$ cat src/rtl/frame_swap_controller.sv
`default_nettype none
// ============================================================================
//  Module   : frame_swap_controller
//  Purpose  : Double-buffer render-loop scheduler; swaps draw/display buffers
//             on vsync once a frame is done, and measures swaps per window.
//  Revision : 1.0 - initial release
// ============================================================================
module frame_swap_controller #(
  parameter int MIN_VSYNCS = 1,
  parameter int FPS_WINDOW = 60,
  parameter int FPS_WIDTH  = 8
) (
  input  logic                 clk,
  input  logic                 rstn,
  input  logic                 enable,
  input  logic                 vsync,
  input  logic                 frame_done,
  output logic                 draw_start,
  output logic                 draw_ack,
  output logic                 draw_buffer_select,
  output logic                 disp_buffer_select,
  output logic [FPS_WIDTH-1:0] fps_count
);

  localparam int VSW = $clog2(MIN_VSYNCS + 1);
  localparam int WW  = (FPS_WINDOW > 1) ? $clog2(FPS_WINDOW) : 1;

  localparam logic [1:0] S_START   = 2'd0;
  localparam logic [1:0] S_DRAWING = 2'd1;
  localparam logic [1:0] S_WAIT    = 2'd2;
  localparam logic [1:0] S_SWAP    = 2'd3;

  localparam logic [VSW-1:0]       c_min_vs   = VSW'(MIN_VSYNCS);
  localparam logic [VSW:0]         c_min_ext  = (VSW+1)'(MIN_VSYNCS);
  localparam logic [WW-1:0]        c_win_last = WW'(FPS_WINDOW - 1);
  localparam logic [FPS_WIDTH-1:0] c_cnt_max  = '1;

  logic [1:0]           r_state;
  logic [1:0]           w_state_next;
  logic                 r_vsync_q;
  logic [VSW-1:0]       r_vs_since_swap;
  logic [WW-1:0]        r_win_cnt;
  logic [FPS_WIDTH-1:0] r_swap_cnt;
  logic [FPS_WIDTH-1:0] r_fps_count;
  logic                 r_draw_start;
  logic                 r_draw_ack;
  logic                 r_draw_sel;

  logic                 w_vsync_rise;
  logic [VSW:0]         w_vs_inc;
  logic                 w_swap_ok;
  logic                 w_in_swap;
  logic [FPS_WIDTH-1:0] w_swap_cnt_next;

  assign w_vsync_rise = vsync & ~r_vsync_q;
  // The +1 credits the rising edge happening in this very cycle.
  assign w_vs_inc     = {1'b0, r_vs_since_swap} + (VSW+1)'(1);
  assign w_swap_ok    = enable & w_vsync_rise & (w_vs_inc >= c_min_ext);
  assign w_in_swap    = (r_state == S_SWAP);

  assign w_swap_cnt_next = (w_in_swap && (r_swap_cnt != c_cnt_max)) ?
                           r_swap_cnt + FPS_WIDTH'(1) : r_swap_cnt;

  always_comb begin
    w_state_next = r_state;
    case (r_state)
      S_START:   w_state_next = S_DRAWING;
      S_DRAWING: if (frame_done) w_state_next = S_WAIT;
      S_WAIT:    if (w_swap_ok)  w_state_next = S_SWAP;
      S_SWAP:    w_state_next = S_DRAWING;
      default:   w_state_next = S_START;
    endcase
  end

  always_ff @(posedge clk or negedge rstn) begin
    if (!rstn) begin
      r_state         <= S_START;
      r_vsync_q       <= 1'b0;
      r_vs_since_swap <= '0;
      r_win_cnt       <= '0;
      r_swap_cnt      <= '0;
      r_fps_count     <= '0;
      r_draw_start    <= 1'b0;
      r_draw_ack      <= 1'b0;
      r_draw_sel      <= 1'b1;
    end else begin
      r_state      <= w_state_next;
      r_vsync_q    <= vsync;
      r_draw_start <= (r_state == S_START);
      r_draw_ack   <= (r_state == S_WAIT) & w_swap_ok;

      if (w_in_swap) begin
        r_draw_sel      <= ~r_draw_sel;
        r_vs_since_swap <= w_vsync_rise ? VSW'(1) : '0;
      end else if (w_vsync_rise && (r_vs_since_swap != c_min_vs)) begin
        r_vs_since_swap <= r_vs_since_swap + VSW'(1);
      end

      // A swap landing on the window-closing edge belongs to the closing window.
      if (w_vsync_rise && (r_win_cnt == c_win_last)) begin
        r_fps_count <= w_swap_cnt_next;
        r_swap_cnt  <= '0;
        r_win_cnt   <= '0;
      end else begin
        r_swap_cnt <= w_swap_cnt_next;
        if (w_vsync_rise) r_win_cnt <= r_win_cnt + WW'(1);
      end
    end
  end

  assign draw_start         = r_draw_start;
  assign draw_ack           = r_draw_ack;
  assign draw_buffer_select = r_draw_sel;
  assign disp_buffer_select = ~r_draw_sel;
  assign fps_count          = r_fps_count;

endmodule
`default_nettype wire

$ cat config.mk
export PLATFORM = sky130hd
export DESIGN_NAME = frame_swap_controller
export DESIGN_NICKNAME = d
export VERILOG_FILES = /design/src/rtl/frame_swap_controller.sv
export SDC_FILE = /design/constraint.sdc
export NUM_CORES = 1
export LEC_CHECK = 0
export ABC_AREA = 1
export CORE_ASPECT_RATIO = 1.1
export CORE_UTILIZATION = 45
export DETAILED_ROUTE_END_ITERATION = 16
export GPL_TIMING_DRIVEN = 0
export MAX_ROUTING_LAYER = met4
export PLACE_DENSITY = 0.65
export SYNTH_ARGS = -nofsm -noshare
export SYNTH_HDL_FRONTEND = slang
export SYNTH_SLANG_ARGS = --single-unit
$ cat constraint.sdc
create_clock -name clk -period 1.5 [get_ports clk]
set_input_delay 0.3 -clock clk [delete_from_list [all_inputs] [get_ports clk]]
set_output_delay 0.3 -clock clk [all_outputs]
set_load 0.005 [all_outputs]
==> results of run 1 <==
-- Yosys cell counts (all sizes together) --
cell type   n  share of area, %
o21ai       6               2.0
inv        26               6.8
nand3b      1              0.51
nor3b       1              0.51
nor3        2               1.0
nand2      58                15
a21oi       3               1.0
nor2       19               6.4
dfrtp      27                46
nor4        1              0.43
o21bai      1              0.77
buf         3               2.0
a21o        1              0.51
ha          7               6.0
nand3      14               6.0
dfstp       1               1.8
nand4       5               2.1
xor2        1              0.60
-- worst paths after layout --
check                                    from                  to  slack [ns]
min in group asynchronous                rstn          r_state[0]        0.49
max in group asynchronous                rstn       r_swap_cnt[0]        0.58
max                        draw_buffer_select  draw_buffer_select        0.07
min                                     vsync           r_vsync_q        0.44
max reg2reg                        r_state[1]        fps_count[1]        0.09
min reg2reg                      fps_count[5]        fps_count[5]        0.50
-- cells by family after synthesis --
family / count (synthesis)
AO/OA/AOI/OAI: 11
XOR/XNOR: 1
adder cells (fa/ha/maj): 7
buffers and inverters: 29
flip-flops: 28
AND/OR/NAND/NOR: 101
-- metrics by stage --
stage / cell area, µm² / std cells / power, mW
4_1_cts: 1690 / 231 / 2.72
5_1_grt: 1830 / 241 / 3.27
2_1_floorplan: 1470 / 177 / 2.08
3_3_place_gp: 1670 / 227 / 2.37
3_5_place_dp: 1670 / 227 / 2.43
6_report: 1830 / 241 / 2.98
-- what timing repair did --
action	in CTS	in global routing
resized for setup	8	20
pin swaps	0	8
hold buffers	0	1
setup buffers	0	9
gates cloned	0	0
setup endpoints to repair	8	19
hold endpoints to repair	0	11
-- flip-flops by register name (all words and copies together) (netlist names) --
name                flops
draw_ack                1
draw_buffer_select      1
draw_start              1
fps_count               8
r_state                 2
r_swap_cnt              8
r_vsync_q               1
r_win_cnt               6
-- routing by layer --
metal / global-route usage, % / vias up
met3: 1.86 / 2
met4: 6.27 / 0
met1: 21.0 / 557
li1: - / 613
met2: 30.1 / 10
met5: - / -
-- power by group through the flow --
stage	clock network, mW	logic (mW)	registers (mW)
after CTS	0.333	1.18	1.21
final	0.325	1.44	1.22
after floorplan	0	0.901	1.18
after detailed placement	0	1.21	1.22
after global placement	0	1.15	1.21
after global routing	0.354	1.66	1.26
-- final cells by class --
cell class / instances / area [µm²] / area share [%]
timing repair buffer: 26 / 234 / 12.8
sequential: 28 / 703 / 38.5
tap: 34 / 42.5 / 2.33
multi-input combinational: 120 / 689 / 37.7
clock buffer: 4 / 26.3 / 1.44
inverter: 26 / 103 / 5.61
buffer: 3 / 30.0 / 1.64
==> impl_metrics.csv, run 1 <==
group,metric,value,unit
final_layout,area_growth,24.7,%
power_and_ir_drop,p_leak,1.08,nW
detailed_routing,ant_nets,0,
worst_setup_path,worstSetupPathType,"reg2out",
sta,slew_headroom,59.0,%
die,core,3070,µm²
detailed_routing,drc,0,
die,num_io_pins,17,
worst_setup_path,cp.depth,1,
power_and_ir_drop,power.share.clock,10.9,%
grt,overflow,0,
detailed_routing,top_layer,"met4",
worst_hold_path,worstHoldPathType,"in2reg",
sta,post-route-period-util,95.4,%
run_status,status,"completed",
cts,root_buffer,"clkbuf_4",
detailed_routing,vias_per_cell,4.90,
detailed_routing,wl_met2,1440,µm
final_layout,final_common_cell,"nand2_1",
sta,fmax,699,MHz
grt,grt_antenna_before_repair,0,
worst_setup_path,crit_arrival,1.13,ns
sta,tightest_slew,0.615,ns
cts,cts_tree,"done",
final_layout,fin_util,59.5,%
yosys,synth_warnings,0,
worst_setup_path,crit_path_end_kind,"output port",
detailed_routing,drtIter0Drc,28,
place,dpl.hpwl,1920,µm
detailed_routing,num_vias,1182,
detailed_routing,first_pass_iters,4,
power_and_ir_drop,switchingPower,1.24,mW
worst_setup_path,cp_cell_sequence,"dlygate4sd2_1",
grt,grt_max_degree,29,
final_layout,final_cell_mix,"nand2_1 (53), dfrtp_1 (26), inv_1 (23), nand3_1 (12), nor2_1 (12)",
yosys,synth_top_family_by_area,"simple AND/OR/NAND/NOR gates",
worst_setup_path,critPathMaxFanout,3,
power_and_ir_drop,peakVddDrop,0.00111,V
worst_setup_path,r2r_cells,8,
sta,whs,0.441,ns
yosys,syn-cell-area,1470,µm²
die,fp.dieW,56.4,µm
die,die_y,61.9,µm
yosys,synthMuxAreaShare,0,%
yosys,synth-simple-area-share,32.3,%
die,fp-row-count,21,
worst_setup_path,cp.required,1.20,ns
sta,fin_skew,0.00837,ns
cts,clock-sinks,28,
detailed_routing,wl_met1,1250,µm
cts,clk_latency,0.33,ns
worst_setup_path,cpMaxStageDelayCell,"dfstp_2",
sta,fin_crit,1.43,ns
cts,cts_max_path_buffers,2,
cts,cts_max_level,1,
sta,layout_setup_ws,0.0693,ns
worst_hold_path,hold_depth,1,
power_and_ir_drop,p_per_area,1630,nW/µm²
sta,drv_slew,0,
worst_setup_path,critPathLaunchType,"register",
worst_setup_path,crit_buf_inv,1,
die,initial_core_util,47.7,%
yosys,synth_xor_xnor_area_share,0.597,%
place,placement.io_buffers,16,
grt,grt_usage,17.2,%
sta,finalSetupViolations,0,
detailed_routing,dr_wl_met3,35,µm
worst_setup_path,max_stage_delay,0.57,ns
final_layout,diodes,0,
die,die_area,3490,µm²
power_and_ir_drop,p_comb_share,48.2,%
yosys,syn_inst,177,
sta,setup_tns,0,ns
yosys,synth-seq-cells,28,
place,gp_congestion,0.817,
power_and_ir_drop,switching_share,41.6,%
yosys,synth_seq_area_share,47.9,%
yosys,synth_fa_ha_area_share,5.97,%
grt,first_global_vias,1060,
place,pre_cts_slack,-0.318,ns
detailed_routing,routed_wl,2740,µm
power_and_ir_drop,seq_power_share,40.9,%
yosys,avgSynthCellArea,8.28,µm²
power_and_ir_drop,internal_power,1.74,mW
sta,rsz0062_at_grt,"true",
final_layout,fillers,270,
yosys,synth_cell_type_count,27,
final_layout,layout-drive-gt1-share,18.8,%
final_layout,layout.nets,220,
yosys,synth_compound_area_share,4.35,%
sta,hold_viol_final,0,
grt,grt_pass1_wl,4530,µm
worst_setup_path,cp_top_family,"flip-flops",
yosys,synth_fp_nets,189,
detailed_routing,wire_per_inst,11.4,µm
flow_run,drv_cap,0,
cts,numCtsBuffers,3,
cts,path_clk_slew,0.15,ns
Note: power is estimated with default switching activity, not from simulation.
==> inputs of run 2 (changes only) <==
Settings changed: CTS_CLUSTER_SIZE set to 8, SLEW_MARGIN set to 20.
==> run 2 against run 1 <==
Net effect: critical path depth is the same; worst hold slack got worse by 0.016 ns; clock power rose by 2%; non-clock buffer count shrank 1; design area decreased by 2.3%; clock skew is 0.0049 ns lower; sequential power about the same; worst setup slack got worse by 0.013 ns.
==> impl_metrics.csv, run 2 (synthesis results as in run 1) <==
group,metric,value,unit
worst_setup_path,crit_path_end_kind,"output port",
final_layout,fin_area,1790,µm²
die,die_y,61.9,µm
grt,grt_max_degree,29,
worst_setup_path,cp_cell_sequence,"dlygate4sd2_1",
sta,post-route-period-util,96.2,%
worst_setup_path,cp_top_family,"flip-flops",
cts,clock-sinks,28,
cts,path_clk_slew,0.15,ns
grt,grt_usage,17.7,%
cts,root_buffer,"clkbuf_4",
final_layout,fin_util,58.1,%
cts,cts_tree,"done",
die,fp.dieW,56.4,µm
worst_hold_path,min_from,"vsync",
die,fp-row-count,21,
detailed_routing,first_pass_iters,4,
sta,tightest_slew,0.610,ns
cts,clk_latency,0.34,ns
grt,grt_antenna_before_repair,0,
final_layout,final_common_cell,"nand2_1",
final_layout,final_cell_mix,"nand2_1 (54), dfrtp_1 (26), inv_1 (23), nand3_1 (12), nor2_1 (12)",
sta,drv_slew,0,
worst_setup_path,worstSetupPathType,"reg2out",
cts,cts_max_path_buffers,2,
detailed_routing,routed_wl,2760,µm
sta,finalSetupViolations,0,
worst_setup_path,critPathLaunchType,"register",
place,dpl.hpwl,1920,µm
sta,fmax,693,MHz
worst_setup_path,rrSetupSlack,0.11,ns
worst_hold_path,min_to,"r_vsync_q",
run_status,status,"completed",
worst_setup_path,critPathMaxFanout,3,
detailed_routing,drc,0,
sta,fin_skew,0.00351,ns
die,die_area,3490,µm²
worst_setup_path,setup.worst_path.start,"draw_buffer_select",
detailed_routing,vias_per_cell,4.93,
flow_run,drv_cap,0,
final_layout,area_growth,21.8,%
detailed_routing,drtIter0Drc,31,
die,initial_core_util,47.7,%
grt,first_global_vias,1089,
cts,numCtsBuffers,3,
worst_setup_path,r2r_cells,8,
power_and_ir_drop,finalPower,2.92,mW
place,placed_area,1660,µm²
place,placement.io_buffers,16,
worst_setup_path,crit_arrival,1.14,ns
place,gp_congestion,0.817,
worst_setup_path,cp.required,1.20,ns
worst_setup_path,cpMaxStageDelayCell,"dfstp_2",
grt,grt_pass1_wl,4600,µm
die,core,3070,µm²
final_layout,diodes,0,
final_layout,layout-drive-gt1-share,18.0,%
worst_setup_path,r2r_start,"r_state[1]",
worst_setup_path,worstReg2RegEnd,"fps_count[1]",
sta,slew_headroom,59.3,%
die,num_io_pins,17,
sta,fin_crit,1.44,ns
worst_hold_path,hold_depth,1,
detailed_routing,wire_per_inst,11.5,µm
cts,cts_max_level,1,
detailed_routing,num_vias,1182,
worst_setup_path,max_stage_delay,0.57,ns
sta,setup_tns,0,ns
final_layout,layout.nets,219,
worst_hold_path,worstHoldPathType,"in2reg",
power_and_ir_drop,p_leak,1.01,nW
worst_setup_path,crit_buf_inv,1,
sta,hold_viol_final,0,
detailed_routing,ant_nets,0,
grt,overflow,0,
power_and_ir_drop,peakVddDrop,0.00109,V
power_and_ir_drop,p_per_area,1640,nW/µm²
## run 2: timing repair
| action | 4_1_cts | 5_1_grt |
|---|---|---|
| setup buffers | 1 | 7 |
| hold endpoints to repair | 27 | 0 |
| gates resized for setup | 13 | 10 |
| hold buffers | 1 | 0 |
| pin swaps | 0 | 5 |
| setup endpoints to repair | 12 | 15 |
## run 2: where the power goes
part / leakage [nW] / internal (mW) / switching (mW)
Clock: 0.0150 / 0.105 / 0.227
Sequential: 0.339 / 1.01 / 0.212
Combinational: 0.652 / 0.601 / 0.767
## run 2: metal layers
layer / share of wire (%) / vias to the layer above / GRT usage (%)
met4: 2.3 / 0 / 8.36
met3: 1.6 / 5 / 1.86
met2: 51 / 11 / 30.9
met5: 0 / - / -
li1: - / 610 / -
met1: 45 / 556 / 20.9
## run 2: cell type report
| class | instances | area, µm² |
|---|---|---|
| well taps | 34 | 42.5 |
| inverters | 26 | 100 |
| clock buffers | 4 | 26.3 |
| plain buffers | 3 | 30.0 |
| flip-flops and latches | 28 | 703 |
| multi-input cells | 120 | 672 |
| repair buffers | 25 | 211 |
| fillers | 280 | 1290 |
## run 2: how the worst max path moves through the flow
stage	end	cells past startpoint
floorplan	fps_count[4]	9
global placement	fps_count[4]	1
detailed placement	fps_count[7]	8
CTS	fps_count[1]	8
global route	fps_count[7]	8
finish	draw_buffer_select	1
## run 2: per-stage QoR
stage | hold WS, ns | setup slack (ns) | std cells
after global routing | 0.438 | -0.0130 | 240
final | 0.425 | 0.0565 | 240
after detailed placement | 0.352 | -0.153 | 227
after global placement | 0.463 | -0.263 | 227
after CTS | 0.407 | 0.0344 | 233
after floorplan | 0.00441 | 0.212 | 177
==> RTL edit (settings of run 2) <==
One comparison of `r_win_cnt` changes from == to >=.
--- a/src/rtl/frame_swap_controller.sv
+++ b/src/rtl/frame_swap_controller.sv
@@ -97,7 +97,7 @@
       end
 
       // A swap landing on the window-closing edge belongs to the closing window.
-      if (w_vsync_rise && (r_win_cnt == c_win_last)) begin
+      if (w_vsync_rise && (r_win_cnt >= c_win_last)) begin
         r_fps_count <= w_swap_cnt_next;
         r_swap_cnt  <= '0;
         r_win_cnt   <= '0;
Formal check against the unedited RTL: same outputs for any inputs over 10 cycles, from zero or initial values and one cycle with rstn low; that may be too few to reach the edited logic, so the function may still have changed.
==> RTL edit against run 2 <==
Count of clock-buffer cells in the layout unchanged. Clock skew increased by 0.0020 ns. Total power increased by 10%. Final area decreased by 2.2%. Routed wire length decreased by 7.3%. Sequential cell count unchanged. Setup slack improved by 0.021 ns. Combinational power increased by 9%. Synthesized area decreased by 3.2%. Die area decreased by 3.1%.
==> RTL edit: results (changes against run 2) <==
internal power component: 0.00195 W (was 0.00172 W)
GRT met1 Usage: 20.4% (was 20.9%)
DR iter-0 viols: 30 (was 31)
antenna cell count: 0 (unchanged)
Distinct cells, synth: 25 (was 27)
grt met2 use: 31.5% (was 30.9%)
WL per Instance: 11.3 um (was 11.5 um)
GRT Overall Usage: 17.7% (about the same)
FF-to-FF setup slack: 0.09 ns (was 0.11 ns)
LEAKAGE: 0.953 nW (was 1.01 nW)
root buffer cell: clkbuf_4 (unchanged)
Final nets: 205 (was 219)
run status: completed (unchanged)
share of layout cells above drive strength 1: 19.3% (was 18.0%)
syn_nets: 176 (was 189)
DP HPWL: 1880 um (was 1920 um)
Placement Cell Area: 1620 sq um (was 1660 sq um)
vias in the first global route: 1,053 (was 1,089)
peak supply drop: 0.00112 V (was 0.00109 V)
routing usage on met3: 2.56% (was 1.86%)
Rel. slew slack: 59.5% (was 59.3%)
clock skew: 0.00547 ns (was 0.00351 ns)
synth top area cells: dfrtp_1, nand2_1, ha_1 (unchanged)
Post-synth top cells: nand2_1, dfrtp_1, inv_1 (unchanged)
Worst Reg2Reg Path Length in Cells: 10 (was 8)
-- RTL edit: power groups by stage --
stage	sequential (W)	clock, W	combinational [W]
after floorplan	0.00135	0	0.000908
after global placement	0.00137	0	0.00135
after detailed placement	0.00140	0	0.00139
after CTS	0.00137	0.000379	0.00136
after global routing	0.00143	0.000407	0.00173
final	0.00137	0.000371	0.00149
-- RTL edit: area by class of cell --
| type | instances | area, sq um |
|---|---|---|
| multi-input cells | 110 | 626 |
| clock buffers | 4 | 36.3 |
| flip-flops and latches | 28 | 702 |
| well taps | 34 | 42.5 |
| fillers | 276 | 1280 |
| plain buffers | 4 | 45.0 |
| inverters | 22 | 82.6 |
| repair buffers | 24 | 211 |
-- RTL edit: logic make-up (layout without fill, tap and decap cells) --
logic type	Yosys count	count (layout)	synth area share [%]
AOI/OAI and AO/OA	16	16	6.61
DFF	28	28	49.5
xor gates and xnor gates	2	2	1.23
buffers and inverters	26	54	8.73
adders and majority gates	7	7	6.17
and+or+nand+nor	85	85	27.8
-- RTL edit: final timing paths --
check / startpoint / endpoint
hold reg to reg: fps_count[2] / fps_count[2]
min in group asynchronous: rstn / r_swap_cnt[5]
setup / recovery: draw_buffer_select / draw_buffer_select
setup reg to reg: r_state[1] / r_swap_cnt[7]
max in group asynchronous: rstn / r_state[0]
hold / removal: vsync / r_vsync_q
-- RTL edit: per-layer routing --
layer	share of wire, %	routed length, um
met1	46	1170
met2	50	1280
met3	2.4	62
met4	1.7	44
met5	0	0
-- RTL edit: metrics by stage --
stage | instances | total power (W) | hold WS, ns | worst slack [ns]
floorplan | 164 | 0.00226 | 0.00441 | 0.142
global placement | 214 | 0.00271 | 0.467 | -0.282
detailed placement | 214 | 0.00279 | 0.349 | -0.268
CTS | 221 | 0.00311 | 0.414 | 0.00427
global route | 226 | 0.00356 | 0.411 | -0.0408
finish | 226 | 0.00323 | 0.416 | 0.0773
-- RTL edit: repair_timing --
item	in CTS	in global routing
setup buffers	2	5
endpoints found under the hold margin	27	0
pin swaps	0	8
gates resized for setup	10	14
hold buffers	1	0
endpoints found under the setup margin	15	25
gates cloned	0	0
